**src/rtl/gfx_pkg.sv**
```systemverilog
// Shared definitions for the Graphics ASIC bus master: command record layout,
// FSM state encoding and the register map of the Graphics ASIC.
package gfx_pkg;

    localparam int GFX_ADDR_W = 4;
    localparam int GFX_DATA_W = 16;
    localparam int GFX_CMD_W  = 1 + GFX_ADDR_W + GFX_DATA_W;

    // FSM state encoding
    localparam logic [2:0] ST_IDLE     = 3'd0;
    localparam logic [2:0] ST_WR_SETUP = 3'd1;
    localparam logic [2:0] ST_WR_HOLD  = 3'd2;
    localparam logic [2:0] ST_RD_WAIT  = 3'd3;
    localparam logic [2:0] ST_TURN     = 3'd4;

    // Graphics ASIC register addresses
    localparam logic [GFX_ADDR_W-1:0] GFX_REG_PADDLE_L_Y = 4'h0;
    localparam logic [GFX_ADDR_W-1:0] GFX_REG_PADDLE_R_Y = 4'h1;
    localparam logic [GFX_ADDR_W-1:0] GFX_REG_BALL_X     = 4'h2;
    localparam logic [GFX_ADDR_W-1:0] GFX_REG_BALL_Y     = 4'h3;
    localparam logic [GFX_ADDR_W-1:0] GFX_REG_SCORE_L    = 4'h4;
    localparam logic [GFX_ADDR_W-1:0] GFX_REG_SCORE_R    = 4'h5;
    localparam logic [GFX_ADDR_W-1:0] GFX_REG_STATUS     = 4'h6;

    // One queued bus command; write flag in the MSB
    typedef struct packed {
        logic                  write;
        logic [GFX_ADDR_W-1:0] addr;
        logic [GFX_DATA_W-1:0] wdata;
    } gfx_cmd_t;

    function automatic gfx_cmd_t pack_cmd(input logic write,
                                          input logic [GFX_ADDR_W-1:0] addr,
                                          input logic [GFX_DATA_W-1:0] wdata);
        gfx_cmd_t c;
        c.write = write;
        c.addr  = addr;
        c.wdata = wdata;
        return c;
    endfunction

endpackage

```
**src/rtl/gfx_cmd_fifo.sv**
```systemverilog
// Synchronous command FIFO with a first-word-fall-through head. Pointers carry
// one extra wrap bit so full and empty can be told apart when the indices match.
module gfx_cmd_fifo
    import gfx_pkg::*;
#(
    parameter int DEPTH = 4,
    parameter int WIDTH = GFX_CMD_W
) (
    input  logic             clk,
    input  logic             rst,
    input  logic             push,
    input  logic [WIDTH-1:0] wdata,
    input  logic             pop,
    output logic [WIDTH-1:0] rdata,
    output logic             full,
    output logic             empty
);

    localparam int AW = $clog2(DEPTH);

    logic [WIDTH-1:0] mem [DEPTH];
    logic [AW:0]      wr_ptr;
    logic [AW:0]      rd_ptr;
    logic             do_push;
    logic             do_pop;

    assign empty   = (wr_ptr == rd_ptr);
    assign full    = (wr_ptr[AW] != rd_ptr[AW]) && (wr_ptr[AW-1:0] == rd_ptr[AW-1:0]);
    assign do_push = push && !full;
    assign do_pop  = pop && !empty;
    assign rdata   = mem[rd_ptr[AW-1:0]];

    // Storage array; contents need no reset since the pointers guard reads
    always_ff @(posedge clk) begin
        if (do_push) begin
            mem[wr_ptr[AW-1:0]] <= wdata;
        end
    end

    // Read/write pointer update; push and pop may happen in the same cycle
    always_ff @(posedge clk) begin
        if (rst) begin
            wr_ptr <= '0;
            rd_ptr <= '0;
        end else begin
            if (do_push) begin
                wr_ptr <= wr_ptr + 1'b1;
            end
            if (do_pop) begin
                rd_ptr <= rd_ptr + 1'b1;
            end
        end
    end

endmodule

```
**src/rtl/gfx_bus_master.sv**
```systemverilog
// Bus initiator for the Graphics ASIC register port. Queues read/write
// commands and plays them onto the chipselect/read/address/data bus only
// while the ASIC is outside its active-video fetch.
module gfx_bus_master
    import gfx_pkg::*;
#(
    parameter int DEPTH  = 4,
    parameter int RD_LAT = 2
) (
    input  logic                  clk,
    input  logic                  rst,
    input  logic                  cmd_valid,
    output logic                  cmd_ready,
    input  logic                  cmd_write,
    input  logic [GFX_ADDR_W-1:0] cmd_addr,
    input  logic [GFX_DATA_W-1:0] cmd_wdata,
    output logic                  rsp_valid,
    output logic [GFX_DATA_W-1:0] rsp_rdata,
    input  logic                  vga_ready,
    output logic                  chipselect,
    output logic                  read,
    output logic [GFX_ADDR_W-1:0] data_address,
    output logic [GFX_DATA_W-1:0] bus_wdata,
    output logic                  bus_oe,
    input  logic [GFX_DATA_W-1:0] bus_rdata,
    output logic                  busy
);

    logic [2:0] state;
    logic [2:0] rd_cnt;
    logic       fifo_full;
    logic       fifo_empty;
    logic       push;
    logic       launch;
    gfx_cmd_t   head;

    // A new transaction may start from IDLE or straight out of the turnaround
    // cycle, which keeps chipselect low for only one cycle between commands.
    assign launch    = ((state == ST_IDLE) || (state == ST_TURN)) && !fifo_empty && !vga_ready;
    assign cmd_ready = !fifo_full;
    assign push      = cmd_valid && !fifo_full;
    assign busy      = !fifo_empty || (state != ST_IDLE);

    gfx_cmd_fifo #(
        .DEPTH (DEPTH),
        .WIDTH (GFX_CMD_W)
    ) u_fifo (
        .clk   (clk),
        .rst   (rst),
        .push  (push),
        .wdata (pack_cmd(cmd_write, cmd_addr, cmd_wdata)),
        .pop   (launch),
        .rdata (head),
        .full  (fifo_full),
        .empty (fifo_empty)
    );

    // Bus FSM with registered strobes, address/data and read response
    always_ff @(posedge clk) begin
        if (rst) begin
            state        <= ST_IDLE;
            rd_cnt       <= 3'd0;
            chipselect   <= 1'b0;
            read         <= 1'b0;
            bus_oe       <= 1'b0;
            data_address <= '0;
            bus_wdata    <= '0;
            rsp_valid    <= 1'b0;
            rsp_rdata    <= '0;
        end else begin
            rsp_valid <= 1'b0;
            case (state)
                ST_IDLE, ST_TURN: begin
                    chipselect <= 1'b0;
                    read       <= 1'b0;
                    bus_oe     <= 1'b0;
                    state      <= ST_IDLE;
                    if (launch) begin
                        chipselect   <= 1'b1;
                        data_address <= head.addr;
                        if (head.write) begin
                            bus_wdata <= head.wdata;
                            bus_oe    <= 1'b1;
                            state     <= ST_WR_SETUP;
                        end else begin
                            read   <= 1'b1;
                            rd_cnt <= 3'(RD_LAT - 1);
                            state  <= ST_RD_WAIT;
                        end
                    end
                end
                ST_WR_SETUP: begin
                    state <= ST_WR_HOLD;
                end
                ST_WR_HOLD: begin
                    chipselect <= 1'b0;
                    bus_oe     <= 1'b0;
                    state      <= ST_TURN;
                end
                ST_RD_WAIT: begin
                    if (rd_cnt == 3'd0) begin
                        rsp_rdata  <= bus_rdata;
                        rsp_valid  <= 1'b1;
                        chipselect <= 1'b0;
                        read       <= 1'b0;
                        state      <= ST_TURN;
                    end else begin
                        rd_cnt <= rd_cnt - 3'd1;
                    end
                end
                default: begin
                    chipselect <= 1'b0;
                    read       <= 1'b0;
                    bus_oe     <= 1'b0;
                    state      <= ST_IDLE;
                end
            endcase
        end
    end

endmodule

```
**config.mk**
```make
export PLATFORM = sky130hd
export DESIGN_NAME = gfx_bus_master
export DESIGN_NICKNAME = d
export VERILOG_FILES = /design/src/rtl/gfx_pkg.sv /design/src/rtl/gfx_cmd_fifo.sv /design/src/rtl/gfx_bus_master.sv
export SDC_FILE = /design/constraint.sdc
export NUM_CORES = 1
export LEC_CHECK = 0
export ABC_AREA = 0
export CORE_ASPECT_RATIO = 0.7
export CORE_UTILIZATION = 43
export CTS_CLUSTER_SIZE = 28
export DETAILED_ROUTE_END_ITERATION = 8
export MAX_ROUTING_LAYER = met4
export PLACE_DENSITY_LB_ADDON = 0.08
export REMOVE_ABC_BUFFERS = 1
export SLEW_MARGIN = 20
export SYNTH_ARGS = -nofsm -noshare
export SYNTH_HDL_FRONTEND = slang
export SYNTH_SLANG_ARGS = --single-unit
```
**constraint.sdc**
```tcl
create_clock -name clk -period 4.2 [get_ports clk]
set_input_delay 1.26 -clock clk [delete_from_list [all_inputs] [get_ports clk]]
set_output_delay 1.26 -clock clk [all_outputs]
set_load 0.02 [all_outputs]
```
* Word-level counts from Yosys, hierarchy flattened *
Memory sizes are Yosys's and may differ from the RTL's. A register that Yosys moved wholly into a read port is not among the register bits.
Index checks and enable logic that the tools add are counted.

cells by class
  add/sub/neg operators = 3
  $mul = 0
  div/mod/pow operators = 0
  magnitude comparators = 0
  eq/ne operators = 11
  shift-type cells = 0
  muxes and demuxes = 22
  bitwise gates (word level) = 3
  reductions and logical operators = 25

operators with widths
  kind                                                                    number
  3-bit two-way mux                                                       4
  3-bit one-hot mux with 4 select lines                                   1
  1-bit two-way mux                                                       9
  2-bit two-way mux                                                       4
  2-bit AND reduction                                                     4
  2-bit OR reduction                                                      4
  3-bit by 1-bit adder with 3-bit output (second input constant)          2
  3-bit by 2-bit equality test with 1-bit output (second input constant)  2
  1-bit logical AND                                                       6
  3-bit logical NOT                                                       2
  2-bit != test (second input constant)                                   3
  1-bit one-hot mux with 3 select lines                                   2
  3-bit one-hot mux with 2 select lines                                   1
  4-bit AND reduction                                                     1
  3-bit by 1-bit equality test with 1-bit output (second input constant)  1
  3-bit equality test                                                     1
  3-bit equality test (second input constant)                             1
  1-bit logical NOT                                                       3
  1-bit NOT                                                               3
  3-bit AND reduction                                                     1
  3-bit nonzero test                                                      1
  3-bit by 1-bit subtractor with 3-bit output (second input constant)     1
  2-bit equality test                                                     1
  1-bit logical OR                                                        2
  other kinds (4)                                                         4

storage, ports and cells
  register bits = 52
  latch bits = 0
  memory bits (writable) = 84
  memory bits (read-only) = 0
  input bits = 41
  output and inout port bits = 42
  word-level logic and storage cells = 76
  memories = 1

memories
  memory      words  width  read ports  clocked after Yosys merged registers in  wr ports  line                text
  u_fifo.mem  4      21     1           1                                        1         gfx_cmd_fifo.sv:21  logic [WIDTH-1:0] mem [DEPTH];

* Longest topological paths before layout *
Gate-level depths: netlist of the first run.

  depth after elaboration = 7
  gate-level depth with buffers = 8
  gate-level depth less buffers = 7

* By module *
A second synthesis of the first run with hierarchy kept.

second synthesis, totals
  cell total of the unflattened synthesis = 393
  area, all modules = 5445.2 sq um

modules (own cells, without submodules)
  module          times used  cells an instance  area an instance (sq um)  seq. area each (sq um)
  gfx_cmd_fifo    1           177                3594.7                    2682.6
  gfx_bus_master  1           216                1850.5                    920.9

* Least setup slack after synthesis of the first run *
No wires, ideal clock.

  path kind = input to register
  start = input port cmd_valid
  end = memory u_fifo.mem[3][0] (netlist bit) (enable)
  setup time = 381 ps
  arrival = 2264 ps
  required time = 3819 ps
  setup slack = 1555 ps
  stages = 3
  path buffers = 0
  path through = inv_1 a31oi_1 and2_1

on the way
  word-level cells in the longest chain between the ends = 4

RTL lines
  item                                     line                  text
  start, declared                          gfx_bus_master.sv:12  input logic cmd_valid,
  1-bit logical AND                        gfx_bus_master.sv:41  assign push = cmd_valid && !fifo_full;
  1-bit logical AND                        gfx_cmd_fifo.sv:29    assign do_push = push && !full;
  1-bit two-way mux                        gfx_cmd_fifo.sv:35    if (do_push) begin
  1-bit two-way mux (not written as such)  gfx_cmd_fifo.sv:36    mem[wr_ptr[AW-1:0]] <= wdata;
  end, declared                            gfx_cmd_fifo.sv:21

No other way between the ends.

* Final worst setup path of the first run *
  start = register u_fifo.wr_ptr[1]
  end = output port busy

on the way
  word-level cells in the longest chain between the ends = 3

RTL lines
  item                    line                  text
  start, declared         gfx_cmd_fifo.sv:22    logic [AW:0] wr_ptr;
  start signal, assigned  gfx_cmd_fifo.sv:47    wr_ptr <= wr_ptr + 1'b1;
  3-bit equality test     gfx_cmd_fifo.sv:27    assign empty = (wr_ptr == rd_ptr);
  1-bit logical NOT       gfx_bus_master.sv:42  assign busy = !fifo_empty || (state != ST_IDLE);
  1-bit logical OR        gfx_bus_master.sv:42
  end, declared           gfx_bus_master.sv:26  output logic busy

No other way between the ends.

==> flow_metrics.env, run 1 <==
export IMPL_clk_path_buf_depth=2
export IMPL_rsz0062_at_grt="false"
export IMPL_drive_gt1_share_pct=14.47
export IMPL_hpwlAfterDp_mm=6.554
export IMPL_h_tree_depth=4
export IMPL_netlist_instances=351
export IMPL_grt_pass1_vias=2991
export IMPL_endpoint_kind="output pin"
export IMPL_grt_busiest_layer="met2"
export IMPL_numCtsBuffers=17
export IMPL_dr_pass1_iters=4
export IMPL_ys_top_cells_by_count="edfxtp_1 (84), dfxtp_1 (54), nand2_1 (44)"
export IMPL_via_per_inst=4.959
export IMPL_avgRoutedWirePerCell_microns=16.71
export IMPL_critPathTopFamily="buffers and inverters"
export IMPL_startpoint_type="flip-flop"
export IMPL_critPathKind="reg -> out"
export IMPL_yosysMostFrequentCell="edfxtp_1"
export IMPL_skew_ps=9.645
export IMPL_synth_top_family_by_area="multiplexers"
export IMPL_die_y_microns=94.20
export IMPL_n_antenna_cell=0
export IMPL_grt_antenna_before_repair=0
export IMPL_ios=83
export IMPL_ys_warn_count=0
export IMPL_worstPathArrival_ps=2000
export IMPL_worstPathCellList="xnor2_1 > and2_1 > nand3_1 > clkdlybuf4s50_1"
export IMPL_drcViolationCount=0
export IMPL_row_count=33
export IMPL_wl_mm=10.24
export IMPL_yosys_area_share_simple_pct=8.243
export IMPL_place_ws_ps=904.3
export IMPL_place_congestion=0.7684
export IMPL_synthMuxAreaShare_pct=12.94
export IMPL_tns_ps=0
export IMPL_clock_sinks=138
export IMPL_vias=3040
export IMPL_insertion_delay_ps=410
export IMPL_dieArea_sq_um=12590
export IMPL_root_buffer="clkbuf_16"
export IMPL_r2r_slack_ps=1980
export IMPL_synth_xor_area_share_pct=1.486
export IMPL_synthTopCellsByArea="edfxtp_1 (48%), dfxtp_1 (21%), mux4_2 (8.6%)"
export IMPL_worstMarginPinSlew_ps=829.6
export IMPL_cts_tree="yes"
export IMPL_cts_setup_buffers=0
export IMPL_synth_async_reset_ratio_pct=0
export IMPL_drt_iter0_markers=184
export IMPL_fillerInstances=957
export IMPL_required_ps=2940
export IMPL_yosys_area_top_type="edfxtp_1"
export IMPL_synth_area_sq_um=5221
export IMPL_period_share_pct=77.59
export IMPL_fin_ws_ps=941.1
export IMPL_track_usage_pct=18.15
export IMPL_synth_compound_area_share_pct=3.954
export IMPL_hp_class="reg -> reg"
export IMPL_port_buffers=82
export IMPL_ff_latch_area_sq_um=3605
export IMPL_use_met1_pct=25.11
export IMPL_ir_drop_mv=0.3154
export IMPL_overflow=0
export IMPL_cp_max_fo=5
export IMPL_setup_violations=0
export IMPL_multi_input_area_sq_um=1480
export IMPL_ant_nets=0
export IMPL_core_region_area_sq_um=11770
export IMPL_synth_ff_type="edfxtp_1"
export IMPL_nets=491
export IMPL_slew_headroom_pct=44.70
export IMPL_max_freq_mhz=306.9
export IMPL_critPathBufInv=1
export IMPL_outcome="finished, final reports clean"
export IMPL_slew_viol_final=0
export IMPL_use_met3_pct=5.502
export IMPL_critical_path_max_stage_delay_ps=560
export IMPL_power_leakage_nw=2.284
export IMPL_pwr_density_cell_nw_per_um2=533.0
export IMPL_yosysSeqAreaShare_pct=69.02
export IMPL_use_met2_pct=25.30
export IMPL_initial_core_util_pct=44.37
export IMPL_cts_resized=0
export IMPL_synth_cell_types=39
export IMPL_grt_max_degree=37
export IMPL_maxCapViolCount=0
export IMPL_syn2layout_area_growth_pct=30.03
export IMPL_syn_avg_cell_area_sq_um=14.88
export IMPL_ctsHoldBuffers=0
export IMPL_synth_top_area_share_pct=48.31
export IMPL_synth_seq_cells=138
export IMPL_grt_pass1_wl_mm=16.19
export IMPL_hold_ws_ps=453.4
export IMPL_cpMaxStageDelayCell="clkdlybuf4s50_1"
export IMPL_die_w_microns=133.7
export IMPL_cts_clk_slew_worst_paths_ps=60
export IMPL_synth_edf_count=84
export IMPL_synthAdderAreaFrac_pct=1.677
export IMPL_hold_viol_final=0
export IMPL_period_minus_slack_ps=3259
[final cells by class]
type / count / share of cell area (%)
clock buffers: 25 / 7.372
repair buffers: 90 / 13.09
well taps: 157 / 2.893
multi-input cells: 188 / 21.80
flip-flops and latches: 138 / 53.10
clock inverters: 7 / 1.309
inverters: 8 / 0.4423
[sequential cells by signal (all words and copies together) (netlist names), named ones only]
name and count:
u_fifo.rd_ptr 3, rd_cnt 3, read 1, rsp_rdata 16, data_address 4, u_fifo.mem 84, bus_oe 1, chipselect 1
state 3, bus_wdata 16, rsp_valid 1, u_fifo.wr_ptr 3
[worst min-delay path, delay by kind of cell, from the launching register on]
kind / cells / cell delay, ps
and+or+nand+nor: 1 / 50
DFF: 1 / 310
AOI/OAI and AO/OA: 1 / 50
[metal layers]
metal / wire length, microns / share of wire, %
met1: 5111 / 50
met2: 4581 / 45
met3: 457 / 4.5
met4: 91 / 0.89
met5: 0 / 0
[report_power, final]
group / switching (mW) / internal (mW) / leakage (nW)
logic: 0.256 / 0.288 / 0.781
registers: 0.0785 / 1.53 / 1.21
clock network: 0.523 / 0.945 / 0.294
total: 0.858 / 2.76 / 2.28
[path summary, 6_finish.rpt]
check	start	cells past startpoint	to
setup / recovery	u_fifo.wr_ptr[1]$_SDFFE_PP0P_	4	busy
hold / removal	rsp_rdata[6]$_SDFFE_PP0P_	2	rsp_rdata[6]$_SDFFE_PP0P_
setup reg to reg	u_fifo.wr_ptr[0]$_SDFFE_PP0P_	4	u_fifo.mem[1][6]$_DFFE_PP_
hold reg to reg	rsp_rdata[6]$_SDFFE_PP0P_	2	rsp_rdata[6]$_SDFFE_PP0P_
[cells in the final DEF, fill, tap and decap left out, drive strengths merged, types with 5 or more instances in the layout]
cell type	netlist	layout
inv	8	8
a21oi	25	25
dfxtp	54	54
and2	5	5
buf	7	9
mux2i	19	19
ha	7	7
clkbuf	7	25
mux4	20	20
nor2	36	36
edfxtp	84	84
clkinv	0	5
clkdlybuf4s50	0	81
nand2	44	44
xnor2	6	6
[cell families (layout without fill, tap and decap cells)]
family,after synthesis,after routing
and+or+nand+nor,98,98
adders and majority gates,7,7
muxes,41,41
xor gates and xnor gates,8,8
AOI/OAI and AO/OA,34,34
DFF,138,138
buffers and inverters,25,130
[through the flow]
stage               total power, mW  cell area, sq um  cells  util [%]
floorplan                     1.960              5111    334         -
global placement              2.178              6197    581     52.66
detailed placement            2.184              6197    581     52.66
CTS                           3.656              6787    613     57.67
global route                  3.772              6789    613     57.69
finish                        3.619              6789    613     57.69
(Power assumes the default switching activity.)
==> run 2: changes to the inputs <==
==> constraint.sdc (replaced) <==
create_clock -name clk -period 3.1 [get_ports clk]
set_input_delay 0.93 -clock clk [delete_from_list [all_inputs] [get_ports clk]]
set_output_delay 0.93 -clock clk [all_outputs]
set_load 0.02 [all_outputs]
==> run 2 against run 1 <==
Count of clock-buffer cells in the layout is the same. Routed wire length rose by 1.2%. Cell count rose by 0.98%. Non-clock buffer count up 6. Setup slack lost 790 ps. Combinational power rose by 44%. Final area grew 1.4%. Total power is 39% higher. Global-route usage rose by 0.67 points.
==> flow_metrics.env, run 2 (synthesized netlist as in run 1, its figures left out) <==
export IMPL_cts_setup_buffers=0
export IMPL_wl_mm=10.37
export IMPL_ir_drop_mv=0.4775
export IMPL_grt_pass1_vias=3097
export IMPL_cts_resized=0
export IMPL_avgRoutedWirePerCell_microns=16.75
export IMPL_period_share_pct=95.17
export IMPL_fin_ws_ps=149.6
export IMPL_power_leakage_nw=2.343
export IMPL_endpoint_kind="output pin"
export IMPL_most_common_layout_cells="edfxtp_1 (84), clkdlybuf4s50_1 (81), dfxtp_1 (53), nand2_1 (44), nor2_1 (35)"
export IMPL_die_w_microns=133.7
export IMPL_insertion_delay_ps=410
export IMPL_port_buffers=82
export IMPL_dr_pass1_iters=4
export IMPL_overflow=0
export IMPL_grt_max_degree=23
export IMPL_ant_nets=0
export IMPL_numCtsBuffers=17
export IMPL_critPathKind="reg -> out"
export IMPL_rsz0062_at_grt="false"
export IMPL_cpMaxStageDelayCell="clkdlybuf4s50_1"
export IMPL_worstPathCellList="xnor2_1 > and2_1 > nand3_1 > clkdlybuf4s50_1"
export IMPL_cts_clk_slew_worst_paths_ps=60
export IMPL_track_usage_pct=18.82
export IMPL_p_sw_share_pct=24.00
export IMPL_whs_endpoint="rsp_rdata[3]$_SDFFE_PP0P_"
export IMPL_total_power_mw=5.030
export IMPL_maxCapViolCount=0
export IMPL_worstPathArrival_ps=2020
export IMPL_grt_pass1_wl_mm=16.71
export IMPL_die_y_microns=94.20
export IMPL_tns_ps=0
export IMPL_vias=3078
export IMPL_clockPowerShare_pct=41.8
export IMPL_grt_antenna_before_repair=0
export IMPL_setup_violations=0
export IMPL_hold_ws_ps=452.5
export IMPL_clock_sinks=138
export IMPL_timing_rr_end="bus_wdata[2]$_SDFFE_PP0P_"
export IMPL_place_ws_ps=406.0
export IMPL_row_count=33
export IMPL_slew_viol_final=0
export IMPL_nets=497
export IMPL_max_freq_mhz=338.9
export IMPL_clk_path_buf_depth=2
export IMPL_initial_core_util_pct=44.37
export IMPL_n_antenna_cell=0
export IMPL_ctsHoldBuffers=0
export IMPL_required_ps=2170
export IMPL_drt_iter0_markers=148
export IMPL_startpoint_type="flip-flop"
export IMPL_switchingPower_mw=1.207
export IMPL_power_frac_seq_pct=42.7
export IMPL_largest_reg_flops=84
export IMPL_h_tree_depth=4
export IMPL_dieArea_sq_um=12590
export IMPL_slew_headroom_pct=50.84
export IMPL_pwr_density_cell_nw_per_um2=730.9
export IMPL_fillerInstances=931
export IMPL_hp_class="reg -> reg"
export IMPL_worstMarginPinSlew_ps=732.4
export IMPL_hpwlAfterDp_mm=6.821
export IMPL_period_minus_slack_ps=2950
export IMPL_syn2layout_area_growth_pct=31.80
export IMPL_hold_viol_final=0
export IMPL_r2r_slack_ps=1120
export IMPL_drive_gt1_share_pct=16.23
export IMPL_drcViolationCount=0
export IMPL_reg2reg_depth=5
export IMPL_root_buffer="clkbuf_16"
export IMPL_place_congestion=0.7501
export IMPL_outcome="finished, final reports clean"
export IMPL_hold_start="rsp_rdata[3]$_SDFFE_PP0P_"
export IMPL_cts_tree="yes"
export IMPL_via_per_inst=4.973
export IMPL_cp_max_fo=5
export IMPL_hold_path_depth=2
export IMPL_core_region_area_sq_um=11770
export IMPL_pwr_share_comb_pct=15.5
export IMPL_skew_ps=10.85
export IMPL_critical_path_max_stage_delay_ps=560
export IMPL_p_int_mw=3.823
export IMPL_final_common_cell="edfxtp_1"
export IMPL_rr_startpoint="state[0]$_SDFFE_PP0P_"
export IMPL_ios=83
run 2: cell types whose count changed in the layout (fill, tap and decap cells not counted), sizes merged:
| cell | previous run | this run |
|---|---|---|
| buf | 9 | 15 |
| inv | 8 | 10 |
| bufinv | 2 | 1 |
| clkinv | 5 | 4 |
run 2: layout make-up:
cell class                 instances  area (sq um)  share of cell area [%]
timing repair buffer              96         933.4                   13.56
inverter                           8         30.03                  0.4364
clock inverter                     7         70.07                   1.018
sequential                       138          3605                   52.38
multi-input combinational        188          1478                   21.47
tap                              157         196.4                   2.855
clock buffer                      25         569.3                   8.273
run 2: worst max path at each step:
stage                                        startpoint                    endpoint  slack (ps)  cells after the start
after floorplan                               cmd_valid  u_fifo.mem[3][0]$_DFFE_PP_         790                      3
after global placement                        cmd_valid  u_fifo.mem[0][3]$_DFFE_PP_         440                      5
after detailed placement                      cmd_valid  u_fifo.mem[0][3]$_DFFE_PP_         410                      5
after CTS                 u_fifo.wr_ptr[1]$_SDFFE_PP0P_                        busy         140                      4
after global routing      u_fifo.wr_ptr[1]$_SDFFE_PP0P_                        busy          20                      4
final                     u_fifo.wr_ptr[1]$_SDFFE_PP0P_                        busy         150                      4
run 2: power by group through the flow:
stage | Combinational (mW) | Sequential (mW) | Clock (mW)
6_report | 0.782 | 2.15 | 2.10
5_1_grt | 0.850 | 2.17 | 2.23
4_1_cts | 0.795 | 2.15 | 2.14
3_5_place_dp | 0.788 | 2.19 | 0
3_3_place_gp | 0.774 | 2.18 | 0
2_1_floorplan | 0.412 | 2.24 | 0
run 2: layer usage:
| metal | up-vias | global-route usage, % | part of all wire [%] |
|---|---|---|---|
| met1 | 1523 | 24.80 | 48 |
| met5 | - | - | 0 |
| li1 | 1469 | - | - |
| met3 | 14 | 6.203 | 4.6 |
| met2 | 72 | 27.33 | 46 |
| met4 | 0 | 6.345 | 1.2 |
run 2: critical path, delay by kind of cell (launching register included):
family	cells	cell delay [ps]
xor+xnor	1	400
buf+inv	1	560
flops	1	350
simple gates	2	310
run 2: metrics by stage:
stage,cells,util [%],area (sq um)
finish,619,58.48,6882
detailed placement,587,53.05,6242
floorplan,334,-,5111
global placement,587,53.05,6242
CTS,619,58.48,6882
global route,619,58.48,6882
==> run 3: changes to the inputs <==
--- a/config.mk
+++ b/config.mk
@@ -7,7 +7,7 @@
 export LEC_CHECK = 0
 export ABC_AREA = 0
 export CORE_ASPECT_RATIO = 0.7
-export CORE_UTILIZATION = 43
+export CORE_UTILIZATION = 53
 export CTS_CLUSTER_SIZE = 28
 export DETAILED_ROUTE_END_ITERATION = 8
 export MAX_ROUTING_LAYER = met4
==> run 3 against run 2 <==
Worst hold slack better by 4.4 ps. Clock skew up 1.7 ps. Setup slack worse by 26 ps. First-iteration DRC count up 43%. Count of clock-buffer cells in the layout down 5. Final area down 1.2%. Sequential power about the same. Utilization up 14 points. Die area down 19%. Via count down 0.55%. Fmax down 0.88%. Combinational power up 1%.
==> flow_metrics.env, run 3 (synthesized netlist as in run 1, its figures left out) <==
export IMPL_setup_violations=0
export IMPL_pwr_share_comb_pct=16.0
export IMPL_rsz0062_at_grt="false"
export IMPL_endpoint_kind="output pin"
export IMPL_wl_mm=9.879
export IMPL_drcViolationCount=0
export IMPL_dr_pass1_iters=4
export IMPL_vias=3061
export IMPL_skew_ps=12.50
export IMPL_maxCapViolCount=0
export IMPL_worstPathArrival_ps=2050
export IMPL_period_minus_slack_ps=2977
export IMPL_drive_gt1_share_pct=15.77
export IMPL_ctsHoldBuffers=0
export IMPL_grt_max_degree=27
export IMPL_port_buffers=82
export IMPL_hpwlAfterDp_mm=6.328
export IMPL_hp_class="reg -> reg"
export IMPL_slew_viol_final=0
export IMPL_drt_iter0_markers=212
export IMPL_ios=83
export IMPL_clockPowerShare_pct=41.1
export IMPL_nets=498
export IMPL_avgRoutedWirePerCell_microns=16.83
export IMPL_period_share_pct=96.02
export IMPL_numCtsBuffers=17
export IMPL_cts_clk_slew_worst_paths_ps=60
export IMPL_n_antenna_cell=0
export IMPL_switchingPower_mw=1.194
export IMPL_pwr_density_cell_nw_per_um2=730.3
export IMPL_slew_headroom_pct=57.14
export IMPL_h_tree_depth=4
export IMPL_syn2layout_area_growth_pct=30.19
export IMPL_cts_tree="yes"
export IMPL_cts_resized=0
export IMPL_ir_drop_mv=0.6024
export IMPL_hold_ws_ps=456.9
export IMPL_clk_path_buf_depth=2
export IMPL_initial_core_util_pct=55.99
export IMPL_overflow=0
export IMPL_hold_viol_final=0
export IMPL_power_leakage_nw=2.315
export IMPL_via_per_inst=5.215
export IMPL_tns_ps=0
export IMPL_insertion_delay_ps=420
export IMPL_most_common_layout_cells="edfxtp_1 (84), clkdlybuf4s50_1 (81), dfxtp_1 (54), nand2_1 (44), nor2_1 (35)"
export IMPL_crit_start="u_fifo.wr_ptr[1]$_SDFFE_PP0P_"
export IMPL_ant_nets=0
export IMPL_outcome="finished, final reports clean"
export IMPL_die_y_microns=85.04
export IMPL_critPathKind="reg -> out"
export IMPL_p_sw_share_pct=24.04
export IMPL_cts_setup_buffers=0
export IMPL_max_freq_mhz=336.0
export IMPL_grt_antenna_before_repair=0
export IMPL_hold_start="rsp_rdata[5]$_SDFFE_PP0P_"
export IMPL_dieArea_sq_um=10260
export IMPL_cp_max_fo=5
export IMPL_startpoint_type="flip-flop"
export IMPL_final_common_cell="edfxtp_1"
export IMPL_p_int_mw=3.771
export IMPL_required_ps=2170
export IMPL_largest_reg_flops=84
export IMPL_track_usage_pct=22.01
export IMPL_core_region_area_sq_um=9325
export IMPL_root_buffer="clkbuf_16"
export IMPL_worstMarginPinSlew_ps=642.9
export IMPL_grt_pass1_wl_mm=15.82
export IMPL_clock_sinks=138
export IMPL_die_w_microns=120.6
export IMPL_power_frac_seq_pct=43.0
export IMPL_place_congestion=0.7638
export IMPL_grt_pass1_vias=3089
export IMPL_row_count=29
## run 3: cell types whose count changed in the layout (fill, tap and decap cells not counted), sizes merged
cell | before | now
buf | 15 | 16
bufinv | 1 | 3
clkbuf | 25 | 20
clkinv | 4 | 6
clkinvlp | 0 | 2
inv | 10 | 9
## run 3: per-layer routing
metal,share of wire (%),GRT usage (%),up-vias,wire length [microns]
met5,0,-,-,0
met4,1.2,8.866,0,114
met3,5.2,6.720,10,516
met2,49,34.17,98,4848
met1,45,27.16,1464,4400
li1,-,-,1489,-
## run 3: cell type report
type | instances | area (sq um)
well taps | 124 | 155.1
flip-flops and latches | 138 | 3603
multi-input cells | 188 | 1478
repair buffers | 97 | 928.4
inverters | 8 | 30.03
fillers | 596 | 2527
clock buffers | 20 | 456.7
clock inverters | 12 | 146.4
## run 3: worst paths after layout
check | endpoint | slack, ps | cells after the start
worst max-delay path | busy | 120 | 4
worst min-delay path | rsp_rdata[5]$_SDFFE_PP0P_ | 460 | 2
worst max register to register | rd_cnt[2]$_SDFFE_PP0P_ | 1060 | 5
worst min register to register | rsp_rdata[5]$_SDFFE_PP0P_ | 460 | 2
## run 3: through the flow
step	setup slack (ps)	instances	util (%)	power [mW]	instance area, sq um
after CTS	112.4	587	72.90	5.003	6798
after detailed placement	489.2	555	66.43	2.962	6195
after global routing	4.279	587	72.90	5.157	6798
final	123.5	587	72.90	4.964	6798
after floorplan	785.4	334	-	2.656	5111
after global placement	514.1	555	66.43	2.945	6195
## run 3: power by group through the flow
stage | clock [mW] | combinational, mW | sequential [mW]
6_report | 2.04 | 0.792 | 2.13
3_5_place_dp | 0 | 0.792 | 2.17
2_1_floorplan | 0 | 0.412 | 2.24
5_1_grt | 2.16 | 0.858 | 2.14
3_3_place_gp | 0 | 0.781 | 2.16
4_1_cts | 2.07 | 0.799 | 2.13
## run 3: worst max-delay path: stages, from the launching register on
cell,delay [ps]
dfxtp_1,360
xnor2_1,410
and2_1,220
nand3_1,80
clkdlybuf4s50_1,560
